[src/rtl/pq_dispatch.sv]
// Client-side controller for the two-heap priority queue: arbitrates inserts and
// extractions, enforces operation spacing, and buffers dequeued events for the consumer.
module pq_dispatch #(
   parameter int WIDTH  = 32,
   parameter int DEPTH  = 8,
   parameter int OP_GAP = 1
) (
   input  logic             clk,
   input  logic             rst_n,
   input  logic             new_vld,
   input  logic [WIDTH-1:0] new_data,
   output logic             new_rdy,
   output logic             evt_vld,
   output logic [WIDTH-1:0] evt_data,
   input  logic             evt_rdy,
   output logic             q_enq,
   output logic             q_deq,
   output logic [WIDTH-1:0] q_inp_data,
   input  logic [WIDTH-1:0] q_out_data,
   input  logic [DEPTH:0]   q_elem_cnt,
   input  logic             q_full,
   input  logic             q_empty,
   output logic [DEPTH+1:0] in_flight
);

   localparam int GW = (OP_GAP > 0) ? $clog2(OP_GAP + 1) : 1;
   localparam logic [GW-1:0] GAP_LOAD = GW'(OP_GAP);

   logic [GW-1:0]    gap_cnt;
   logic             last;
   logic [1:0]       buf_cnt;
   logic [WIDTH-1:0] slot0;
   logic [WIDTH-1:0] slot1;
   logic             idle;
   logic             enq_ok;
   logic             deq_ok;
   logic             grant_enq;
   logic             grant_deq;
   logic             push;
   logic             pop;

   assign idle   = (gap_cnt == '0);
   assign enq_ok = idle & new_vld & ~q_full;
   assign deq_ok = idle & ~q_empty & (buf_cnt < 2'd2);

   // Grants are gated by rst_n so nothing reaches the queue while reset is held.
   assign grant_enq = rst_n & enq_ok & (~deq_ok | last);
   assign grant_deq = rst_n & deq_ok & (~enq_ok | ~last);

   assign q_enq      = grant_enq;
   assign q_deq      = grant_deq;
   assign new_rdy    = grant_enq;
   assign q_inp_data = new_data;

   assign push     = grant_deq;
   assign pop      = evt_vld & evt_rdy;
   assign evt_vld  = (buf_cnt != 2'd0);
   assign evt_data = slot0;

   assign in_flight = {1'b0, q_elem_cnt} + {{DEPTH{1'b0}}, buf_cnt};

   always_ff @(posedge clk or negedge rst_n) begin
      if (!rst_n) begin
         gap_cnt <= '0;
         last    <= 1'b1;
      end else if (grant_enq | grant_deq) begin
         gap_cnt <= GAP_LOAD;
         last    <= grant_deq;
      end else if (!idle) begin
         gap_cnt <= gap_cnt - 1'b1;
      end
   end

   // slot0 is always the oldest entry; push+pop only occurs with one entry held.
   always_ff @(posedge clk or negedge rst_n) begin
      if (!rst_n) begin
         buf_cnt <= '0;
         slot0   <= '0;
         slot1   <= '0;
      end else begin
         case ({push, pop})
            2'b10: begin
               if (buf_cnt == 2'd0) slot0 <= q_out_data;
               else                 slot1 <= q_out_data;
               buf_cnt <= buf_cnt + 2'd1;
            end
            2'b01: begin
               slot0   <= slot1;
               buf_cnt <= buf_cnt - 2'd1;
            end
            2'b11: slot0 <= q_out_data;
            default: ;
         endcase
      end
   end

endmodule

[config.mk]
export PLATFORM = sky130hd
export DESIGN_NAME = pq_dispatch
export DESIGN_NICKNAME = d
export VERILOG_FILES = /design/src/rtl/pq_dispatch.sv
export SDC_FILE = /design/constraint.sdc
export NUM_CORES = 1
export LEC_CHECK = 0
export ABC_AREA = 1
export BUFFER_PORTS_ARGS = -buffer_cell sky130_fd_sc_hd__buf_2
export CAP_MARGIN = 20
export CORE_MARGIN = 8
export CORE_UTILIZATION = 49
export CTS_BUF_LIST = sky130_fd_sc_hd__clkbuf_4
export DETAILED_ROUTE_END_ITERATION = 7
export MAX_ROUTING_LAYER = met4
export PLACE_DENSITY = 0.83
export SYNTH_ARGS = -nofsm -noshare
export SYNTH_HDL_FRONTEND = slang
export SYNTH_SLANG_ARGS = --single-unit
export TNS_END_PERCENT = 30
[constraint.sdc]
create_clock -name clk -period 2.3 [get_ports clk]
set_clock_uncertainty 0.15 [all_clocks]
set_input_delay 0.115 -clock clk [delete_from_list [all_inputs] [get_ports clk]]
set_output_delay 0.115 -clock clk [all_outputs]
set_load 0.1 [all_outputs]
==> reports/summary.txt, run 1 <==
Status -> finished with violations
Violated checks -> setup timing
Worst slew pin tran -> 851 ps
Main combinational cell family by area after synthesis -> simple AND/OR/NAND/NOR gates
Largest cells by area after synthesis -> dfrtp_1, nand2_1, o21ai_0
Clk sink count -> 68
Syn Area/Cell -> 8.09 um2
CP Capture Type -> output pin
Height of the die -> 101 um
Top cell type's share of synthesized area -> 47.8%
Pwr per Cell Area -> 1540 nW/um2
CP arrival -> 2040 ps
Type of origin of the critical path -> flop
Routed WL -> 8.37 mm
Critical path launch point -> buf_cnt[0]
Drc violations -> 0
Mux cell area share after synthesis -> 0%
Core Region -> 7100 um2
Total number of yosys warnings -> 0
Synth cell count leaders -> nand2_1, dfrtp_1, o21ai_0
Routing usage on met1 -> 19.4%
Synth Flop Type -> dfrtp_1
Initial antenna violation count -> 0
Final std cells w/o fill -> 635
Vias/cell -> 4.83
DRT Pass-1 Iters -> 4
EDFF count, synth -> 0
Min-Delay Path Class -> in2out
DRT iter0 DRCs -> 121
Leakage power -> 2.44 nW
TritonCTS buffer count -> 9
Area Growth Syn to Fin -> 31.2%
Crit path time final -> 2310 ps
Req. time, crit path -> 2040 ps
Top Usage Layer GRT -> met2
Post-synthesis adder-cell area fraction -> 2.00%
Worst vdd ir -> 833 uV
Grt met2 use -> 29.8%
Layout cells sized above 1 -> 27.4%
Largest area contributor in the netlist -> dfrtp_1
Die ar. -> 10100 um2
Synth Register Bits -> 68
RSZ-0062 raised after global routing -> true
# setup viols final -> 1
ANT nets after route -> 0
Fillers -> 568
Avg WL per Cell -> 13.2 um
Row count -> 31
Fin. max-slew vios -> 0
Worst Path Class, Setup -> reg2out
Setup ws final -> -6.55 ps
Global placement routability congestion -> 0.759
Met3 Track Usage GR -> 5.66%
Hpwl dp -> 5.77 mm
Clock Latency Late Sink -> 400 ps
Global-route wire length before repair -> 13.9 mm
Fmax -> 0.434 GHz
Period Utilization, post-route -> 100%
Most frequent cell after synthesis -> nand2_1
FF-to-FF Start -> buf_cnt[0]
Vias -> 3066
# port buffers -> 92
Placed Cells incl. Taps -> 578
Final #Nets -> 615
DIE WIDTH -> 101 um
Seq/Total Area, Yosys -> 48.5%
Number of global-route vias before repair -> 3016
Mapped Nets -> 518
Synth Area in Compound Gates -> 9.55%
Fin. Hold Viols -> 0
IO Pins -> 157
Synth Area in XOR/XNOR -> 2.25%
Global route overflow -> 0
Area share of and/or/nand/nor cells after synthesis -> 22.4%
Total track usage -> 17.7%
Initial Util -> 49.4%
Syn Std Cell Area -> 3510 um2
Critical Path Fanout Max -> 2
Largest net degree at the start of global routing -> 69
Root Driver -> clkbuf_4
Worst Hold Launch -> new_data[1]
Async SR Flop Fraction -> 100%
CTS tree -> built
Cells after Synth -> 434
Slew headroom -> 43.2%
CTS H-tree lvls -> 3
Max Root-Sink Buffers -> 2
Netlist cell types -> 23
Clock slew at reported path FFs -> 120 ps
Pre-CTS setup slack -> 186 ps
Max-Cap Viols -> 0
Diodes inserted -> 0
==> kinds of logic (layout without fill, tap and decap cells) <==
group                      after synthesis  after routing
buffers and inverters                   99            201
DFF                                     68             68
and+or+nand+nor                        186            186
adders and majority gates                5              5
AOI/OAI and AO/OA                       67             67
xor gates and xnor gates                 9              9
==> final timing paths <==
kind / slack [ps] / cells past startpoint / end
max in group asynchronous: 1090 / 3 / evt_data[12]
setup reg to reg: 170 / 11 / buf_cnt[1]
hold / removal: 80 / 0 / q_inp_data[1]
hold reg to reg: 350 / 2 / slot1[31]
setup / recovery: -7 / 7 / in_flight[8]
min in group asynchronous: 330 / 3 / evt_data[3]
==> cell type report <==
type | count | area (um2) | share of cell area (%)
tap | 99 | 124 | 2.69
clock inverter | 7 | 98.8 | 2.15
multi-input combinational | 267 | 1370 | 29.8
timing repair buffer | 141 | 1070 | 23.2
clock buffer | 9 | 67.6 | 1.47
inverter | 44 | 169 | 3.67
sequential | 68 | 1700 | 37.0
==> where the power goes <==
| group | leakage, nW | internal, W | switching (W) |
|---|---|---|---|
| clock | 0.0869 | 0.000448 | 0.000439 |
| combinational | 1.50 | 0.000865 | 0.00328 |
| sequential | 0.851 | 0.00174 | 0.000299 |
==> flip-flops by register name, indices dropped and copies added (netlist names) <==
register and cells:
last 1, evt_data 32, slot1 32, gap_cnt 1
buf_cnt 2
==> through the flow <==
step                      instance area (um2)  utilization, %  total power [W]  hold slack, ps  TNS (ps)
final                                    4600            64.9          0.00707            80.0     -6.55
after global routing                     4600            64.9          0.00749            80.1      -286
after CTS                                4540            63.9          0.00709            60.5     -14.6
after detailed placement                 3950            55.7          0.00610            80.7         0
after global placement                   3950            55.7          0.00600            80.7         0
after floorplan                          3570               -          0.00565            -331      -928
==> critical path: stages (launching register included) <==
cell and delay (ps):
dfrtp_1 410, ha_2 200, fa_2 440, nand3_4 110
nor2_4 50, nand3_2 80, xnor2_2 140, buf_12 200
==> metal layers <==
metal  wire, um  up-vias
met5          0        -
met4         76        0
met3        494        6
met2       4280       92
met1       3520     1439
li1           -     1529
==> repair_timing <==
item	CTS	global route
buffers inserted	1	2
hold buffers	38	0
gates resized for setup	9	12
pin swaps	0	2
endpoints found under the setup margin	8	7
hold endpoints to repair	133	0
==> cell usage in the layout (no fill, tap or decap), types with 2 or more instances in the layout <==
cell type | netlist | final
buf_4 | 33 | 9
inv_1 | 43 | 42
bufinv_16 | 0 | 2
buf_6 | 3 | 2
clkinvlp_4 | 0 | 2
o21ai_1 | 15 | 15
xnor2_1 | 5 | 2
ha_2 | 0 | 3
nand4_1 | 3 | 3
buf_12 | 0 | 8
xnor2_2 | 0 | 3
buf_2 | 16 | 80
dlygate4sd3_1 | 0 | 38
dfrtp_1 | 67 | 66
o21ai_0 | 51 | 51
nand2_4 | 2 | 2
clkbuf_4 | 0 | 12
xor2_2 | 0 | 2
nand3_2 | 1 | 3
inv_6 | 0 | 2
nand2_1 | 136 | 134
nor2_2 | 3 | 4
nand3_1 | 38 | 35
nand2_2 | 1 | 3
Power figures use the tool's default switching activity.
==> run 2: changes to the inputs <==
--- a/config.mk
+++ b/config.mk
@@ -12,6 +12,7 @@
 export CORE_UTILIZATION = 49
 export CTS_BUF_LIST = sky130_fd_sc_hd__clkbuf_4
 export DETAILED_ROUTE_END_ITERATION = 7
+export GPL_TIMING_DRIVEN = 0
 export MAX_ROUTING_LAYER = met4
 export PLACE_DENSITY = 0.83
 export SYNTH_ARGS = -nofsm -noshare
==> constraint.sdc (replaced) <==
create_clock -name clk -period 2.65 [get_ports clk]
set_clock_uncertainty 0.15 [all_clocks]
set_input_delay 0.1325 -clock clk [delete_from_list [all_inputs] [get_ports clk]]
set_output_delay 0.1325 -clock clk [all_outputs]
set_load 0.1 [all_outputs]
==> reports/summary.txt, run 2 (synthesized netlist as in run 1, its figures left out) <==
DRT iter0 DRCs -> 126 (+4.1%)
Fillers -> 606 (+6.7%)
Min-Delay Path Class -> in2reg
IO Pins -> 157 (unchanged)
Fmax -> 0.399 GHz
Root Driver -> clkbuf_4
CP arrival -> 2230 ps (+190 ps)
Vias -> 3447 (+12%)
Slowest stage cell, crit path -> dfrtp_1
Setup ws final -> 141 ps (+148 ps)
Type of origin of the critical path -> flop
Pre-CTS setup slack -> 111 ps (-74.1 ps)
Die ar. -> 10100 um2 (unchanged)
Worst slew pin tran -> 511 ps (-341 ps)
Initial Util -> 49.4% (unchanged)
Row count -> 31 (unchanged)
DRT Pass-1 Iters -> 5 (+1)
Pwr per Cell Area -> 1280 nW/um2 (-17%)
Layout cells sized above 1 -> 33.0% (+5.5 points)
# port buffers -> 124 (+35%)
CP Capture Type -> output pin
Routed WL -> 9.74 mm (+16%)
Status -> complete, no violations
Most frequent cells in the layout -> buf_2, nand2_1, dfrtp_1, o21ai_0, inv_1
RSZ-0062 raised after global routing -> false
Leakage power -> 2.68 nW (+9.9%)
Global-route wire length before repair -> 15.4 mm (+11%)
Slew headroom -> 66.2% (+23 points)
Global placement routability congestion -> 0.814 (+7.3%)
CTS tree -> built
Clk sink count -> 68 (unchanged)
Top delay family on crit path -> adder cells
Hpwl dp -> 7.05 mm (+22%)
Fin. max-slew vios -> 0 (unchanged)
CTS H-tree lvls -> 3 (unchanged)
Worst path bufs/invs -> 1 (unchanged)
Req. time, crit path -> 2370 ps (+330 ps)
Critical Path Fanout Max -> 5 (+3)
Clock slew at reported path FFs -> 110 ps (about the same)
Worst vdd ir -> 785 uV (-5.8%)
Seq. cell area -> 1700 um2 (about the same)
Cell-by-cell trace of the critical path -> ha_1 > fa_1 > nand3_1 > nor2_1 > nand2_1 > xnor2_1 > clkbuf_4
Max stage delay on crit path -> 460 ps (+20 ps)
Post-Route Utilization -> 67.5% (+2.7 points)
Worst Path Class, Setup -> reg2out
# setup viols final -> 0 (-1)
Final #Nets -> 692 (+13%)
Setup TNS -> 0 ps (+6.55 ps)
Crit path time final -> 2510 ps
Fin. Hold Viols -> 0 (unchanged)
Height of the die -> 101 um (unchanged)
Max-Cap Viols -> 0 (unchanged)
Avg WL per Cell -> 13.7 um (+3.5%)
Max Root-Sink Buffers -> 2 (unchanged)
TritonCTS buffer count -> 9 (unchanged)
Area Growth Syn to Fin -> 36.6%
Vias/cell -> 4.83 (+0.13%)
Initial antenna violation count -> 0 (unchanged)
Largest net degree at the start of global routing -> 71 (+2.9%)
Number of global-route vias before repair -> 3395 (+13%)
Footprint of the multi-input gates -> 1280 um2 (-7.0%)
Minimum hold slack -> 66.0 ps (-14.0 ps)
DIE WIDTH -> 101 um (unchanged)
Clock Latency Late Sink -> 400 ps (about the same)
ANT nets after route -> 0 (unchanged)
Core Region -> 7100 um2 (unchanged)
Global route overflow -> 0 (unchanged)
Commonest non-fill, non-tap cell in the layout -> buf_2
Period Utilization, post-route -> 94.7%
Drc violations -> 0 (unchanged)
Total track usage -> 19.4% (+1.7 points)
## run 2: timing repair
action	4_1_cts	5_1_grt
hold buffers	37	2
hold endpoints to repair	133	67
resized for setup	1	2
endpoints found under the setup margin	1	3
buffers inserted	0	0
## run 2: metrics by stage
stage	instance area (um2)	power, W	std cells
after floorplan	3520	0.00489	434
after global placement	4260	0.00546	657
after detailed placement	4260	0.00555	657
after CTS	4750	0.00616	710
after global routing	4790	0.00647	712
final	4790	0.00614	713
## run 2: cell type report
class	instances	share of cell area [%]
Sequential cell	68	35.5
Multi-Input combinational cell	267	26.6
Timing Repair Buffer	163	21.7
Buffer	55	7.78
Inverter	44	3.45
Tap cell	99	2.58
Clock buffer	9	1.41
Clock inverter	7	0.887
Antenna cell	1	0.0522
## run 2: metal layers
layer	part of all wire, %	GRT usage, %	wire length, um
met1	41	22.0	3970
met2	50	32.3	4890
met3	7.3	4.28	707
met4	1.8	8.37	172
met5	0	-	0
## run 2: final timing paths
kind,endpoint,depth (start not counted),startpoint,slack [ps]
setup / recovery,in_flight[6],7,buf_cnt[0],140
hold / removal,gap_cnt,5,q_full,70
setup reg to reg,evt_data[20],11,buf_cnt[1],220
hold reg to reg,slot1[0],2,slot1[0],350
max in group asynchronous,slot1[15],3,rst_n,1930
min in group asynchronous,last,2,rst_n,110
## run 2: worst reg2reg max path, cell delays in order (launching register included)
cell,delay (ps)
dfrtp_1,490
nor2_2,90
inv_2,110
nand2_4,100
buf_2,210
inv_1,70
ha_1,190
buf_2,220
clkbuf_1,370
o21ai_0,170
nand2_1,100
nand2_1,60
## run 2: power breakdown
part / switching [W] / leakage, nW / internal (W)
clock network: 0.000374 / 0.0595 / 0.000188
logic: 0.00306 / 1.77 / 0.000742
registers: 0.000261 / 0.852 / 0.00151
total: 0.00370 / 2.68 / 0.00244
==> run 3: changes to the inputs <==
--- a/config.mk
+++ b/config.mk
@@ -14,7 +14,7 @@
 export DETAILED_ROUTE_END_ITERATION = 7
 export GPL_TIMING_DRIVEN = 0
 export MAX_ROUTING_LAYER = met4
-export PLACE_DENSITY = 0.83
+export PLACE_DENSITY_LB_ADDON = 0.3
 export SYNTH_ARGS = -nofsm -noshare
 export SYNTH_HDL_FRONTEND = slang
 export SYNTH_SLANG_ARGS = --single-unit
==> reports/summary.txt, run 3 (synthesized netlist as in run 1, its figures left out) <==
Fmax -> 0.399 GHz (about the same)
Reg power frac -> 28.0% (-0.8 points)
ANT nets after route -> 0 (unchanged)
Max-Cap Viols -> 0 (unchanged)
Post-Route Utilization -> 67.8% (+0.28 points)
DRT Pass-1 Iters -> 5 (unchanged)
Hpwl dp -> 6.88 mm (-2.5%)
IO Pins -> 157 (unchanged)
Seq. cell area -> 1700 um2 (unchanged)
Combinational power share -> 59.9% (-2.1 points)
CTS tree -> built
Height of the die -> 101 um (unchanged)
Final #Nets -> 691 (-0.14%)
RSZ-0062 raised after global routing -> false
CP Capture Type -> output pin
Reg2reg setup slack -> 310 ps (+90 ps)
Min-Delay Path Class -> in2async
Number of global-route vias before repair -> 3477 (+2.4%)
Root Driver -> clkbuf_4
Total track usage -> 19.7% (+0.26 points)
Drc violations -> 0 (unchanged)
Top sig layer -> met4
TritonCTS buffer count -> 9 (unchanged)
Status -> complete, no violations
Period Utilization, post-route -> 94.6% (about the same)
Leakage power -> 2.69 nW (+0.56%)
Req. time, crit path -> 2370 ps (about the same)
Wire length on met1 -> 4.05 mm (+2.1%)
# setup viols final -> 0 (unchanged)
CTS H-tree lvls -> 3 (unchanged)
# Post-CTS Setup Buffers -> 0 (unchanged)
Max stage delay on crit path -> 450 ps (about the same)
Slowest stage cell, crit path -> dfrtp_1
Pwr per Cell Area -> 1310 nW/um2 (+2.5%)
DIE WIDTH -> 101 um (unchanged)
Worst vdd ir -> 832 uV (+6.0%)
Row count -> 31 (unchanged)
Most frequent cells in the layout -> buf_2, nand2_1, dfrtp_1, o21ai_0, inv_1
Global route overflow -> 0 (unchanged)
DR WL met3 -> 768 um (+8.6%)
Max Root-Sink Buffers -> 2 (unchanged)
Fillers -> 610 (+0.66%)
Design area -> 4810 um2 (+0.42%)
Global placement routability congestion -> 0.813 (-0.14%)
Layout cells sized above 1 -> 32.8% (-0.11 points)
Minimum hold slack -> 123 ps (+57.5 ps)
Largest net degree at the start of global routing -> 71 (unchanged)
Vias -> 3332 (-3.3%)
Clock Latency Late Sink -> 400 ps (about the same)
Avg WL per Cell -> 13.3 um (-2.6%)
Setup TNS -> 0 ps (unchanged)
Initial Util -> 49.4% (unchanged)
Worst slew pin tran -> 538 ps (+27.2 ps)
Cell-by-cell trace of the critical path -> ha_1 > fa_1 > nand3_1 > nor2_1 > nand3_1 > xnor2_2 > buf_4
Crit path time final -> 2510 ps (-1.42 ps)
Vias/cell -> 4.69 (-3.1%)
Area Growth Syn to Fin -> 37.1%
Footprint of the multi-input gates -> 1280 um2 (unchanged)
Core Region -> 7100 um2 (unchanged)
Critical Path Fanout Max -> 5 (unchanged)
Most used cell, CP -> nand3_1
Initial antenna violation count -> 0 (unchanged)
Sw frac -> 58.5% (-1.8 points)
Tot Pwr -> 0.00632 W (+2.9%)
Clock slew at reported path FFs -> 120 ps (about the same)
Fin. Hold Viols -> 0 (unchanged)
Die ar. -> 10100 um2 (unchanged)
Commonest non-fill, non-tap cell in the layout -> buf_2
Diodes inserted -> 0 (-1)
Clk sink count -> 68 (unchanged)
Global-route wire length before repair -> 15.8 mm (+2.1%)
Area after DPL -> 4260 um2 (unchanged)
# port buffers -> 124 (unchanged)
DRT iter0 DRCs -> 142 (+13%)
Type of origin of the critical path -> flop
Routed WL -> 9.46 mm (-2.9%)
Worst Path Class, Setup -> reg2out
CP arrival -> 2220 ps (about the same)
Fin. max-slew vios -> 0 (unchanged)
Pint -> 0.00262 W (+7.7%)
Slew headroom -> 64.1% (-2.0 points)
Clk pwr share -> 12.1% (+2.9 points)
Met2 wire length -> 4.55 mm (-7.0%)
Switching power -> 0.00369 W (-0.23%)
run 3: cell count changes in the layout (fill, tap and decap cells not counted), sizes merged:
cell and change:
clkinvlp -1, diode -1, clkinv -1, buf -1, bufinv +2
run 3: what timing repair did:
| item | 4_1_cts | 5_1_grt |
|---|---|---|
| setup endpoints to repair | 1 | 51 |
| hold buffers | 38 | 0 |
| endpoints found under the hold margin | 133 | 0 |
| gates resized for setup | 1 | 4 |
run 3: layout make-up:
cell class / instances / area share [%]
well taps: 99 / 2.57
inverters: 44 / 3.43
plain buffers: 55 / 7.75
multi-input cells: 267 / 26.5
repair buffers: 162 / 21.1
flip-flops and latches: 68 / 35.4
clock inverters: 7 / 1.87
clock buffers: 9 / 1.40
run 3: through the flow:
stage	setup WS, ps	std cells
2_1_floorplan	-279	434
3_3_place_gp	-332	657
3_5_place_dp	150	657
4_1_cts	7.52	711
5_1_grt	31.8	711
6_report	143	711
run 3: worst max-delay path, delay by kind of cell (launching register included):
kind / cells / cell delay, ps
xor+xnor: 1 / 120
fa+ha+maj: 2 / 630
buf+inv: 1 / 300
flops: 1 / 450
simple gates: 3 / 330
run 3: routing by layer:
layer | track usage [%] | vias up
li1 | - | 1682
met1 | 22.6 | 1515
met2 | 32.2 | 125
met3 | 5.32 | 10
met4 | 7.33 | 0
met5 | - | -
run 3: worst paths after layout:
kind                             from      endpoint  cells after the start
hold / removal                  rst_n   evt_data[5]                      2
setup reg to reg           buf_cnt[1]  evt_data[22]                     11
min in group clk            slot1[15]     slot1[15]                      2
max in group asynchronous       rst_n          last                      2
setup / recovery           buf_cnt[0]  in_flight[8]                      7
hold reg to reg             slot1[15]     slot1[15]                      2
run 3: power by group through the flow:
stage | clock (W) | sequential, W | combinational (W)
after floorplan | 0 | 0.00332 | 0.00157
after global placement | 0 | 0.00176 | 0.00372
after detailed placement | 0 | 0.00178 | 0.00376
after CTS | 0.000778 | 0.00176 | 0.00381
after global routing | 0.000820 | 0.00183 | 0.00402
final | 0.000766 | 0.00177 | 0.00378
